### src/rtl/dcache_direct_mapped_pkg.sv
`default_nettype none
// ============================================================================
//  Module      : dcache_direct_mapped_pkg
//  Description : Shared constants for the direct-mapped data cache: FSM state
//                encodings, line geometry and address-field helpers.
//  Revision    : 1.0 - initial release
// ============================================================================
package dcache_direct_mapped_pkg;

    // Line geometry: four words per line, so the word offset is two bits.
    localparam int c_LINE_WORDS  = 4;
    localparam int c_OFFSET_BITS = 2;

    // Controller states.
    localparam logic [1:0] c_ST_IDLE  = 2'd0;
    localparam logic [1:0] c_ST_FILL  = 2'd1;
    localparam logic [1:0] c_ST_WRITE = 2'd2;
    localparam logic [1:0] c_ST_DONE  = 2'd3;

    // Line-aligned form of a word address (offset bits cleared).
    function automatic logic [15:0] line_base(input logic [15:0] addr);
        line_base = {addr[15:c_OFFSET_BITS], {c_OFFSET_BITS{1'b0}}};
    endfunction

endpackage
`default_nettype wire

### src/rtl/dcache_tag_data_array.sv
`default_nettype none
// ============================================================================
//  Module      : dcache_tag_data_array
//  Description : Valid/tag/data storage for the direct-mapped data cache.
//                Combinational lookup port (hit + word), synchronous line
//                fill and word update ports. Only valid bits are reset.
//  Revision    : 1.0 - initial release
// ============================================================================
module dcache_tag_data_array
    import dcache_direct_mapped_pkg::*;
#(
    parameter int NUM_LINES  = 4,
    parameter int WORD_SIZE  = 16,
    parameter int LINE_WORDS = c_LINE_WORDS,
    parameter int TAG_BITS   = 12,
    parameter int IDX_BITS   = $clog2(NUM_LINES)
) (
    input  logic                            clk,
    input  logic                            rst_n,
    // lookup port
    input  logic [IDX_BITS-1:0]             i_rd_index,
    input  logic [TAG_BITS-1:0]             i_rd_tag,
    input  logic [c_OFFSET_BITS-1:0]        i_rd_offset,
    output logic                            o_rd_hit,
    output logic [WORD_SIZE-1:0]            o_rd_word,
    // line fill port
    input  logic                            i_line_we,
    input  logic [IDX_BITS-1:0]             i_line_index,
    input  logic [TAG_BITS-1:0]             i_line_tag,
    input  logic [LINE_WORDS*WORD_SIZE-1:0] i_line_data,
    // single-word update port
    input  logic                            i_word_we,
    input  logic [IDX_BITS-1:0]             i_word_index,
    input  logic [c_OFFSET_BITS-1:0]        i_word_offset,
    input  logic [WORD_SIZE-1:0]            i_word_data
);

    logic [NUM_LINES-1:0]            r_valid;
    logic [TAG_BITS-1:0]             r_tag  [NUM_LINES];
    logic [LINE_WORDS*WORD_SIZE-1:0] r_data [NUM_LINES];
    logic [LINE_WORDS*WORD_SIZE-1:0] w_line;

    // Valid bits: cleared asynchronously, set only by a completed line fill.
    always_ff @(posedge clk or negedge rst_n) begin
        if (!rst_n) begin
            r_valid <= '0;
        end else if (i_line_we) begin
            r_valid[i_line_index] <= 1'b1;
        end
    end

    // Tag/data storage: a fill replaces the whole line; a store-hit patches one word.
    always_ff @(posedge clk) begin
        if (i_line_we) begin
            r_tag[i_line_index]  <= i_line_tag;
            r_data[i_line_index] <= i_line_data;
        end else if (i_word_we) begin
            r_data[i_word_index][i_word_offset*WORD_SIZE +: WORD_SIZE] <= i_word_data;
        end
    end

    // Lookup: hit needs a valid line with matching tag; the word is muxed by offset.
    always_comb begin
        w_line    = r_data[i_rd_index];
        o_rd_hit  = r_valid[i_rd_index] && (r_tag[i_rd_index] == i_rd_tag);
        o_rd_word = w_line[i_rd_offset*WORD_SIZE +: WORD_SIZE];
    end

endmodule
`default_nettype wire

### src/rtl/dcache_direct_mapped.sv
`default_nettype none
// ============================================================================
//  Module      : dcache_direct_mapped
//  Description : Direct-mapped, write-through, no-write-allocate data cache.
//                Load hits complete with zero stall; load misses fetch a
//                4-word line; stores always go to memory and patch the line
//                only on a hit. Saturating load hit/miss counters.
//  Revision    : 1.0 - initial release
// ============================================================================
module dcache_direct_mapped
    import dcache_direct_mapped_pkg::*;
#(
    parameter int NUM_LINES  = 4,
    parameter int WORD_SIZE  = 16,
    parameter int LINE_WORDS = 4
) (
    input  logic                            Clk,
    input  logic                            Reset_N,
    input  logic                            c_readM,
    input  logic                            c_writeM,
    input  logic [WORD_SIZE-1:0]            c_address,
    input  logic [WORD_SIZE-1:0]            c_wdata,
    output logic [WORD_SIZE-1:0]            c_rdata,
    output logic                            c_ready,
    output logic                            m_req,
    output logic                            m_we,
    output logic [WORD_SIZE-1:0]            m_address,
    output logic [WORD_SIZE-1:0]            m_wdata,
    input  logic [LINE_WORDS*WORD_SIZE-1:0] m_rdata,
    input  logic                            m_ack,
    output logic [15:0]                     hit_count,
    output logic [15:0]                     miss_count
);

    localparam int IDX_BITS = $clog2(NUM_LINES);
    localparam int TAG_BITS = WORD_SIZE - IDX_BITS - c_OFFSET_BITS;

    logic [1:0]           r_state;
    logic [WORD_SIZE-1:0] r_addr;        // request latched on leaving IDLE
    logic [WORD_SIZE-1:0] w_lookup_addr;
    logic                 w_hit;
    logic [WORD_SIZE-1:0] w_word;
    logic                 w_idle;
    logic                 w_load;        // pure load (a load+store is a store)
    logic                 w_fill_we;
    logic                 w_word_we;

    // In IDLE the lookup follows the CPU; afterwards it follows the latched request.
    always_comb begin
        w_idle        = (r_state == c_ST_IDLE);
        w_lookup_addr = w_idle ? c_address : r_addr;
        w_load        = c_readM && !c_writeM;
        w_fill_we     = (r_state == c_ST_FILL)  && m_ack;
        w_word_we     = (r_state == c_ST_WRITE) && m_ack && w_hit;
    end

    dcache_tag_data_array #(
        .NUM_LINES  (NUM_LINES),
        .WORD_SIZE  (WORD_SIZE),
        .LINE_WORDS (LINE_WORDS),
        .TAG_BITS   (TAG_BITS),
        .IDX_BITS   (IDX_BITS)
    ) u_array (
        .clk           (Clk),
        .rst_n         (Reset_N),
        .i_rd_index    (w_lookup_addr[IDX_BITS+c_OFFSET_BITS-1:c_OFFSET_BITS]),
        .i_rd_tag      (w_lookup_addr[WORD_SIZE-1:IDX_BITS+c_OFFSET_BITS]),
        .i_rd_offset   (w_lookup_addr[c_OFFSET_BITS-1:0]),
        .o_rd_hit      (w_hit),
        .o_rd_word     (w_word),
        .i_line_we     (w_fill_we),
        .i_line_index  (r_addr[IDX_BITS+c_OFFSET_BITS-1:c_OFFSET_BITS]),
        .i_line_tag    (r_addr[WORD_SIZE-1:IDX_BITS+c_OFFSET_BITS]),
        .i_line_data   (m_rdata),
        .i_word_we     (w_word_we),
        .i_word_index  (r_addr[IDX_BITS+c_OFFSET_BITS-1:c_OFFSET_BITS]),
        .i_word_offset (r_addr[c_OFFSET_BITS-1:0]),
        .i_word_data   (m_wdata)
    );

    // CPU handshake: stall on any store or load miss in IDLE, release in DONE;
    // both outputs are forced low while reset is asserted.
    always_comb begin
        c_ready = 1'b0;
        c_rdata = '0;
        if (Reset_N) begin
            case (r_state)
                c_ST_IDLE: c_ready = !(c_writeM || (c_readM && !w_hit));
                c_ST_DONE: c_ready = 1'b1;
                default:   c_ready = 1'b0;
            endcase
            if (w_idle) begin
                c_rdata = w_word;
            end
        end
    end

    // Controller FSM and registered memory-side request.
    always_ff @(posedge Clk or negedge Reset_N) begin
        if (!Reset_N) begin
            r_state   <= c_ST_IDLE;
            r_addr    <= '0;
            m_req     <= 1'b0;
            m_we      <= 1'b0;
            m_address <= '0;
            m_wdata   <= '0;
        end else begin
            case (r_state)
                c_ST_IDLE: begin
                    if (c_writeM) begin
                        r_state   <= c_ST_WRITE;
                        r_addr    <= c_address;
                        m_req     <= 1'b1;
                        m_we      <= 1'b1;
                        m_address <= c_address;
                        m_wdata   <= c_wdata;
                    end else if (c_readM && !w_hit) begin
                        r_state   <= c_ST_FILL;
                        r_addr    <= c_address;
                        m_req     <= 1'b1;
                        m_we      <= 1'b0;
                        m_address <= {c_address[WORD_SIZE-1:c_OFFSET_BITS], {c_OFFSET_BITS{1'b0}}};
                    end
                end
                c_ST_FILL: begin
                    if (m_ack) begin
                        m_req   <= 1'b0;
                        r_state <= c_ST_IDLE;
                    end
                end
                c_ST_WRITE: begin
                    if (m_ack) begin
                        m_req   <= 1'b0;
                        r_state <= c_ST_DONE;
                    end
                end
                default: begin
                    r_state <= c_ST_IDLE;
                end
            endcase
        end
    end

    // Saturating load counters: hits per IDLE hit cycle, misses on entering FILL.
    always_ff @(posedge Clk or negedge Reset_N) begin
        if (!Reset_N) begin
            hit_count  <= '0;
            miss_count <= '0;
        end else if (w_idle && w_load) begin
            if (w_hit && (hit_count != 16'hFFFF)) begin
                hit_count <= hit_count + 16'd1;
            end
            if (!w_hit && (miss_count != 16'hFFFF)) begin
                miss_count <= miss_count + 16'd1;
            end
        end
    end

endmodule
`default_nettype wire

### config.mk
export PLATFORM = sky130hd
export DESIGN_NAME = dcache_direct_mapped
export DESIGN_NICKNAME = d
export VERILOG_FILES = /design/src/rtl/dcache_direct_mapped_pkg.sv /design/src/rtl/dcache_tag_data_array.sv /design/src/rtl/dcache_direct_mapped.sv
export SDC_FILE = /design/constraint.sdc
export NUM_CORES = 1
export LEC_CHECK = 0
export BUFFER_PORTS_ARGS = -buffer_cell sky130_fd_sc_hd__clkbuf_2
export CAP_MARGIN = 15
export CORE_ASPECT_RATIO = 1.75
export CORE_MARGIN = 3
export CORE_UTILIZATION = 40
export CTS_CLUSTER_DIAMETER = 50
export DETAILED_ROUTE_END_ITERATION = 10
export GPL_TIMING_DRIVEN = 0
export PLACE_DENSITY = 0.62
export SLEW_MARGIN = 20
export SYNTH_ARGS = -nofsm -noshare
export SYNTH_HDL_FRONTEND = slang
export SYNTH_SLANG_ARGS = --single-unit
### constraint.sdc
create_clock -name Clk -period 3.85 [get_ports Clk]
set_input_delay 0.385 -clock Clk [delete_from_list [all_inputs] [get_ports Clk]]
set_output_delay 0.385 -clock Clk [all_outputs]
set_load 0.005 [all_outputs]
==> summary.md, run 1 <==
| Metric | Value |
|---|---|
| Total design power | `around 16 mW` |
| Area of the multi-input gates | `slightly above 0.006 mm^2` |
| Via total after detailed routing | `10480` |
| Worst Setup End Kind | `register` |
| Arrival @ worst endpoint | `slightly above 4 ns` |
| Max Cap Viol | `0` |
| Crit path launch type | `register` |
| Largest cells by area after synthesis | `edfxtp_1, dfrtp_1, mux4_2` |
| Status | `finished, violations left` |
| Clock network fraction of design power | `22.2%` |
| GR peak layer | `met2` |
| Max Clk Rate | `255.6 MHz` |
| Yosys top cell area share | `53.72%` |
| Input/output buffers | `about 180` |
| Worst-Margin Slew | `around 1.1 ns` |
| Die area | `0.04509 mm^2` |
| TritonCTS clock tree | `built` |
| DRT antenna net count | `0` |
| Core Region | `approximately 0.042 mm^2` |
| Fill count | `3620` |
| Sw Ratio | `between 30% and 40%` |
| Root buf cell | `clkbuf_16` |
| Layout cells sized above 1 | `between 40% and 50%` |
| Pin count of the biggest net entering global routing | `77` |
| Setup CP Type | `register to register` |
| Standard-cell rows | `99` |
| Initial DRT Pass Iterations | `4` |
| Num CTS Buffers | `36` |
| Syn Nets | `~1200` |
| Deepest clock path buffer count | `3` |
| Area grow syn2layout | `26.93%` |
| Vias per cell | `approximately 5.4` |
| Fin crit share | `101.6%` |
| Largest family of logic cells by synthesized area | `multiplexers` |
| Layout net count | `about 1500` |
| Met1 Use GR | `roughly 22%` |
| Grt met2 use | `between 30% and 40%` |
| Clk slew on worst S/H paths | `0.07 ns` |
| Cell variety after synth | `just under 60` |
| Dpl hpwl | `between 30 and 40 mm` |
| Clock skew | `roughly 0.024 ns` |
| Peak supply drop | `approximately 0.49 mV` |
| Syn avg cell area | `15.60 um^2` |
| Overflow after GRT | `0` |
| P_leak | `roughly 8 nW` |
| XOR/XNOR Fraction of Synth Area | `2.319%` |
| Gpl congestion | `around 0.85` |
| Die Ht | `about 280 um` |
| Fin. Hold Viols | `0` |
| Post-synth top area cell | `edfxtp_1` |
| Drt initial violations | `roughly 510` |
| RSZ-0062 raised after global routing | `true` |
| Routed WL | `roughly 47 mm` |
| Max-slew violations | `0` |
| Switching pwr | `about 5.7 mW` |
| Post-Synth Simple-Gate Area | `just over 6%` |
| Synth Instances | `1089` |
| Global-route wire length before repair | `~70 mm` |
| I/O pin count | `between 150 and 200` |
| Sequential element share of the synthesized area | `around 65%` |
| Internal Pwr Total | `around 10 mW` |
| Yosys reg bits | `378` |
| Async SR Flop Fraction | `slightly below 20%` |
| Vias in the first global route | `approximately 11000` |
| GRT Resource Usage Total | `20.84%` |
| CP Data Required Time | `a little over 4 ns` |
| Initial antenna violation count | `0` |
| Fin crit period | `3.912 ns` |
| Clock Sinks | `around 380` |
| Routed WL per cell | `roughly 24 um` |
| Starting Density | `between 40% and 50%` |
| DRC viols | `0` |
| Clk_lat worst skew | `between 0.5 and 0.6 ns` |
| Slew headroom | `~30%` |
| Register area | `approximately 0.011 mm^2` |
| EDFF count, synth | `304` |
| Min-Delay Path Class | `input pin to register` |
| Final worst setup slack | `-0.06220 ns` |
| Logic pwr share | `approximately two fifths` |
| Adder-cell share of the synthesized area | `less than 1%` |
| Die extent in x | `161.8 um` |
| Synth Warn # | `0` |
| Fin Setup TNS | `-4.515 ns` |
| Endpoints failing setup | `about 150` |
| Synth Area in Compound Gates | `5.066%` |
| Mux contribution to synthesized area | `between 10% and 20%` |
| Seq pwr share | `35.9%` |
| Top FF cell, synth | `edfxtp_1` |
| Failing checks | `negative setup slack` |
| Maximum level of the CTS H-tree | `2` |
| Pwr Density | `~740 mW/mm^2` |
| Post-synthesis cell area | `around 0.017 mm^2` |
| CP Max Fanout | `8` |
| Met3 Track Usage GR | `~2.7%` |
[synthesized netlist by cell type, drive strengths merged, types with 16 or more instances]
cell    count
edfxtp    304
buf        42
xnor2      24
nand2      73
xor2       21
mux4       65
nand3      22
a31o       16
dfrtp      74
inv        59
mux2       42
nor2b      17
a21oi      21
a211oi     33
mux2i     100
nor2       21
clkbuf     28
o21a       16
[path summary, 6_finish.rpt]
| check | startpoint | endpoint | slack [ns] | cells after the start |
|---|---|---|---|---|
| max | r_state[1] | u_array.r_data[1][17] | -0.06 | 16 |
| max reg2reg | r_state[1] | u_array.r_data[1][17] | -0.06 | 16 |
| max in group asynchronous | Reset_N | hit_count[4] | 2.94 | 2 |
| min | c_wdata[1] | m_wdata[1] | 0.07 | 2 |
| min in group asynchronous | Reset_N | m_address[6] | 0.41 | 2 |
| min reg2reg | u_array.r_valid[0] | u_array.r_valid[0] | 0.49 | 1 |
[sequential cells by signal (all words and copies together) (netlist names)]
| signal | cells |
|---|---|
| m_address | 16 |
| u_array.r_tag | 48 |
| u_array.r_valid | 4 |
| u_array.r_data | 256 |
| miss_count | 16 |
| m_we | 1 |
| m_req | 1 |
| m_wdata | 16 |
| r_state | 2 |
| r_addr | 2 |
| hit_count | 16 |
[cells in the final DEF, fill, tap and decap left out, drive strengths merged, types with 21 or more instances in the layout]
master / count
nand3: 22
mux2i: 100
a21oi: 21
xor2: 21
clkbuf: 252
xnor2: 24
nor2: 21
inv: 62
edfxtp: 304
buf: 111
nand2: 73
dfrtp: 74
a211oi: 33
mux4: 65
mux2: 42
[power by group through the flow]
stage / Sequential, mW / Clock [mW] / Combinational [mW]
detailed placement: 5.79 / 0 / 5.57
finish: 5.71 / 3.53 / 6.65
global placement: 5.75 / 0 / 5.48
global route: 5.75 / 3.74 / 7.12
CTS: 5.70 / 3.60 / 6.58
floorplan: 5.43 / 0 / 3.75
[stage by stage]
stage	hold slack [ns]	utilization, %	area [um^2]	instances	worst slack [ns]
6_report	0.06863	51.52	21570	1954	-0.06220
3_3_place_gp	0.4447	44.75	18730	1826	-1.734
3_5_place_dp	0.4448	44.95	18820	1827	-1.066
2_1_floorplan	0.08941	-	17130	1089	-0.1792
4_1_cts	0.03537	50.48	21130	1939	-0.04488
5_1_grt	0.06173	51.51	21570	1953	-0.1677
[routing by layer]
| layer | routed length (um) | share of wire [%] | up-vias |
|---|---|---|---|
| li1 | - | - | 4730 |
| met1 | 16470 | 35 | 5348 |
| met2 | 26170 | 55 | 302 |
| met3 | 1774 | 3.8 | 103 |
| met4 | 2834 | 6.0 | 0 |
| met5 | 0 | 0 | - |
[timing repair]
item,CTS,global route
endpoints found under the setup margin,573,407
resized for setup,135,60
setup buffers,49,15
endpoints found under the hold margin,74,0
gates cloned,3,0
pin swaps,28,3
hold buffers,1,0
[cell families (layout without fill, tap and decap cells)]
logic type / count (synthesis) / count (layout)
DFF: 378 / 378
muxes: 207 / 207
buffers and inverters: 129 / 438
xor gates and xnor gates: 45 / 45
AOI/OAI and AO/OA: 115 / 115
other: 0 / 1
adders and majority gates: 13 / 13
and+or+nand+nor: 202 / 202
[layout make-up]
type / instances / share of cell area, %
Sequential cell: 378 / 50.91
Multi-Input combinational cell: 582 / 28.62
Timing Repair Buffer: 251 / 8.173
Clock buffer: 44 / 4.409
Tap cell: 555 / 3.219
Buffer: 69 / 2.715
Inverter: 59 / 1.027
Clock inverter: 15 / 0.9165
Antenna cell: 1 / 0.01160
[worst max-delay path, stage by stage, from the launching register on]
cell	delay, ns
dfrtp_1	0.39
inv_2	0.10
ha_4	0.18
mux2i_4	0.25
buf_6	0.16
buf_12	0.13
mux2i_4	0.23
or3_4	0.15
o2111ai_2	0.10
nor4_2	0.35
nand4_1	0.15
buf_6	0.15
buf_8	0.11
or4b_4	0.55
buf_6	0.16
a21oi_4	0.24
buf_12	0.18
Power figures use the tool's default switching activity.
==> run 2: changes to the inputs <==
--- a/config.mk
+++ b/config.mk
@@ -14,6 +14,7 @@
 export DETAILED_ROUTE_END_ITERATION = 10
 export GPL_TIMING_DRIVEN = 0
 export PLACE_DENSITY = 0.62
+export SKIP_CTS_REPAIR_TIMING = 1
 export SLEW_MARGIN = 20
 export SYNTH_ARGS = -nofsm -noshare
 export SYNTH_HDL_FRONTEND = slang
==> summary.md, run 2 (synthesis gave the netlist of run 1 again) <==
| Metric | Value |
|---|---|
| Fin crit period | `4.002 ns (+0.08954 ns)` |
| P_leak | `7.810 nW (-1.6%)` |
| Final worst setup slack | `-0.1517 ns (-0.08954 ns)` |
| Pin count of the biggest net entering global routing | `77 (unchanged)` |
| Sw Ratio | `36.19% (+0.11 points)` |
| Overflow after GRT | `0 (unchanged)` |
| Clock Sinks | `378 (unchanged)` |
| CP Max Fanout | `8 (unchanged)` |
| Deepest clock path buffer count | `3 (unchanged)` |
| Routed WL | `46.93 mm (-0.68%)` |
| Area grow syn2layout | `25.39%` |
| I/O pin count | `184 (unchanged)` |
| Gpl congestion | `0.8528 (unchanged)` |
| Arrival @ worst endpoint | `4.24 ns (+0.09 ns)` |
| Fill count | `3615 (-0.14%)` |
| Pwr Density | `744.1 mW/mm^2 (+0.98%)` |
| Setup CP Type | `register to register` |
| RSZ-0062 raised after global routing | `true` |
| CP Data Required Time | `4.09 ns (about the same)` |
| Layout net count | `1472 (-1.3%)` |
| Layout cells sized above 1 | `40.97% (-0.73 points)` |
| Maximum level of the CTS H-tree | `2 (unchanged)` |
| Num CTS Buffers | `36 (unchanged)` |
| Register area | `0.01098 mm^2 (about the same)` |
| Peak supply drop | `0.5263 mV (+8.5%)` |
| Standard-cell rows | `99 (unchanged)` |
| Worst Setup End Kind | `register` |
| Initial DRT Pass Iterations | `5 (+1)` |
| Max reg flops | `256 (unchanged)` |
| Fin Setup TNS | `-9.618 ns (-5.103 ns)` |
| Fin. Hold Viols | `0 (unchanged)` |
| Max Cap Viol | `0 (unchanged)` |
| Starting Density | `40.59% (unchanged)` |
| DRC viols | `0 (unchanged)` |
| Die Ht | `278.7 um (unchanged)` |
| Clk slew on worst S/H paths | `0.07 ns (about the same)` |
| Global-route wire length before repair | `67.10 mm (-3.8%)` |
| Via total after detailed routing | `10390 (-0.91%)` |
| Final Util | `50.89% (-0.62 points)` |
| Hold_ws | `0.06940 ns (+0.0007710 ns)` |
| Max-slew violations | `0 (unchanged)` |
| Cell count after placement | `1827 (unchanged)` |
| Switching pwr | `5.738 mW (about the same)` |
| Seq pwr share | `36.0% (about the same)` |
| Internal Pwr Total | `10.12 mW (-0.42%)` |
| Clk_lat worst skew | `0.55 ns (about the same)` |
| TritonCTS clock tree | `built` |
| Min-Delay Path Class | `input pin to register` |
| Initial antenna violation count | `0 (unchanged)` |
| GRT Resource Usage Total | `20.05% (-0.79 points)` |
| Crit-path cells | `inv_2, ha_4, mux2i_4, buf_6, buf_12, mux2i_4, or3_4, o2111ai_4, nor4_4, nand4_1, buf_6, buf_8, or4b_4, a21oi_4, clkbuf_16` |
| Crit path launch type | `register` |
| Worst slack at placement | `-1.066 ns (unchanged)` |
| Max Clk Rate | `249.9 MHz (-2.2%)` |
| Input/output buffers | `182 (unchanged)` |
| Routed WL per cell | `24.27 um (+0.35%)` |
| Worst-Margin Slew | `1.307 ns (+0.2464 ns)` |
| Fin crit share | `103.9% (+2.3 points)` |
| Clock skew | `0.02369 ns (-0.0004044 ns)` |
| Area of the multi-input gates | `0.006091 mm^2 (-1.3%)` |
| Status | `finished, violations left` |
| Logic pwr share | `41.7% (-0.2 points)` |
| Post-Layout Cell Count | `1934 (-1.0%)` |
| Crit-path slowest cell | `or4b_4` |
| DRT antenna net count | `0 (unchanged)` |
| Largest Register | `u_array.r_data` |
| Root buf cell | `clkbuf_16` |
| Failing checks | `negative setup slack` |
| Die extent in x | `161.8 um (unchanged)` |
| Clock network fraction of design power | `22.3% (about the same)` |
| Regs by FF count | `u_array.r_data: 256 flops, u_array.r_tag: 48 flops` |
| Vias per cell | `5.371 (+0.12%)` |
| Die area | `0.04509 mm^2 (unchanged)` |
| Vias in the first global route | `10670 (-4.3%)` |
| Slew headroom | `12.87% (-16 points)` |
| Crit path largest cell delay | `0.61 ns (+0.06 ns)` |
| Drt initial violations | `516 (+0.78%)` |
| Commonest non-fill, non-tap cell in the layout | `edfxtp_1` |
| Endpoints failing setup | `186 (+22%)` |
| ANT cells | `0 (-1)` |
| Commonest non-fill, non-tap cells in the layout | `edfxtp_1, clkbuf_2, nand2_1, dfrtp_1, mux4_2` |
| Core Region | `0.04187 mm^2 (unchanged)` |
| Dpl hpwl | `32.96 mm (unchanged)` |
==> run 2: changes by cell type in the layout (fill, tap and decap cells not counted), moves of 3 or more <==
| cell | change |
|---|---|
| clkbuf_16 | +3 |
| a211oi_1 | -3 |
| mux2i_1 | +3 |
| mux2i_2 | +11 |
| clkbuf_8 | -3 |
| buf_4 | -13 |
| buf_8 | -3 |
| mux2i_4 | -14 |
==> run 2: routing by layer <==
metal / vias to the layer above / global-route usage, % / wire, um
met3: 104 / 2.583 / 2000
met2: 326 / 37.70 / 26150
met5: - / 0 / 0
met4: 0 / 10.00 / 2633
li1: 4684 / - / -
met1: 5274 / 21.92 / 16150
==> run 2: final timing paths <==
kind | startpoint | end | slack (ns) | depth (start not counted)
max | r_state[1] | u_array.r_data[2][24] | -0.15 | 15
min | c_wdata[1] | m_wdata[1] | 0.07 | 2
max reg2reg | r_state[1] | u_array.r_data[2][24] | -0.15 | 15
min reg2reg | u_array.r_valid[0] | u_array.r_valid[0] | 0.49 | 1
max in group asynchronous | Reset_N | m_wdata[8] | 2.94 | 2
min in group asynchronous | Reset_N | m_address[6] | 0.41 | 2
==> run 2: cell type report <==
class	instances	share of cell area, %
inverter	59	1.051
multi-input combinational	582	28.58
clock inverter	15	0.9278
sequential	378	51.54
buffer	69	2.619
tap	555	3.259
timing repair buffer	232	7.557
clock buffer	44	4.463
==> run 2: per-stage QoR <==
| step | area (um^2) | total power, mW |
|---|---|---|
| after floorplan | 17130 | 9.174 |
| after global placement | 18730 | 11.23 |
| after detailed placement | 18820 | 11.36 |
| after CTS | 19970 | 14.89 |
| after global routing | 21310 | 16.55 |
| final | 21310 | 15.85 |
==> run 2: critical path: cells and delay by family (launching register included) <==
family / cells / cell delay, ns
AND/OR/NAND/NOR: 4 / 1.25
flip-flops: 1 / 0.41
AO/OA/AOI/OAI: 2 / 0.37
multiplexers: 2 / 0.53
adder cells (fa/ha/maj): 1 / 0.19
buffers and inverters: 6 / 0.93
==> run 2: power groups by stage <==
stage	combinational [mW]	clock [mW]	sequential, mW
detailed placement	5.57	0	5.79
floorplan	3.75	0	5.43
global route	7.06	3.74	5.75
finish	6.61	3.53	5.72
CTS	5.58	3.60	5.70
global placement	5.48	0	5.75
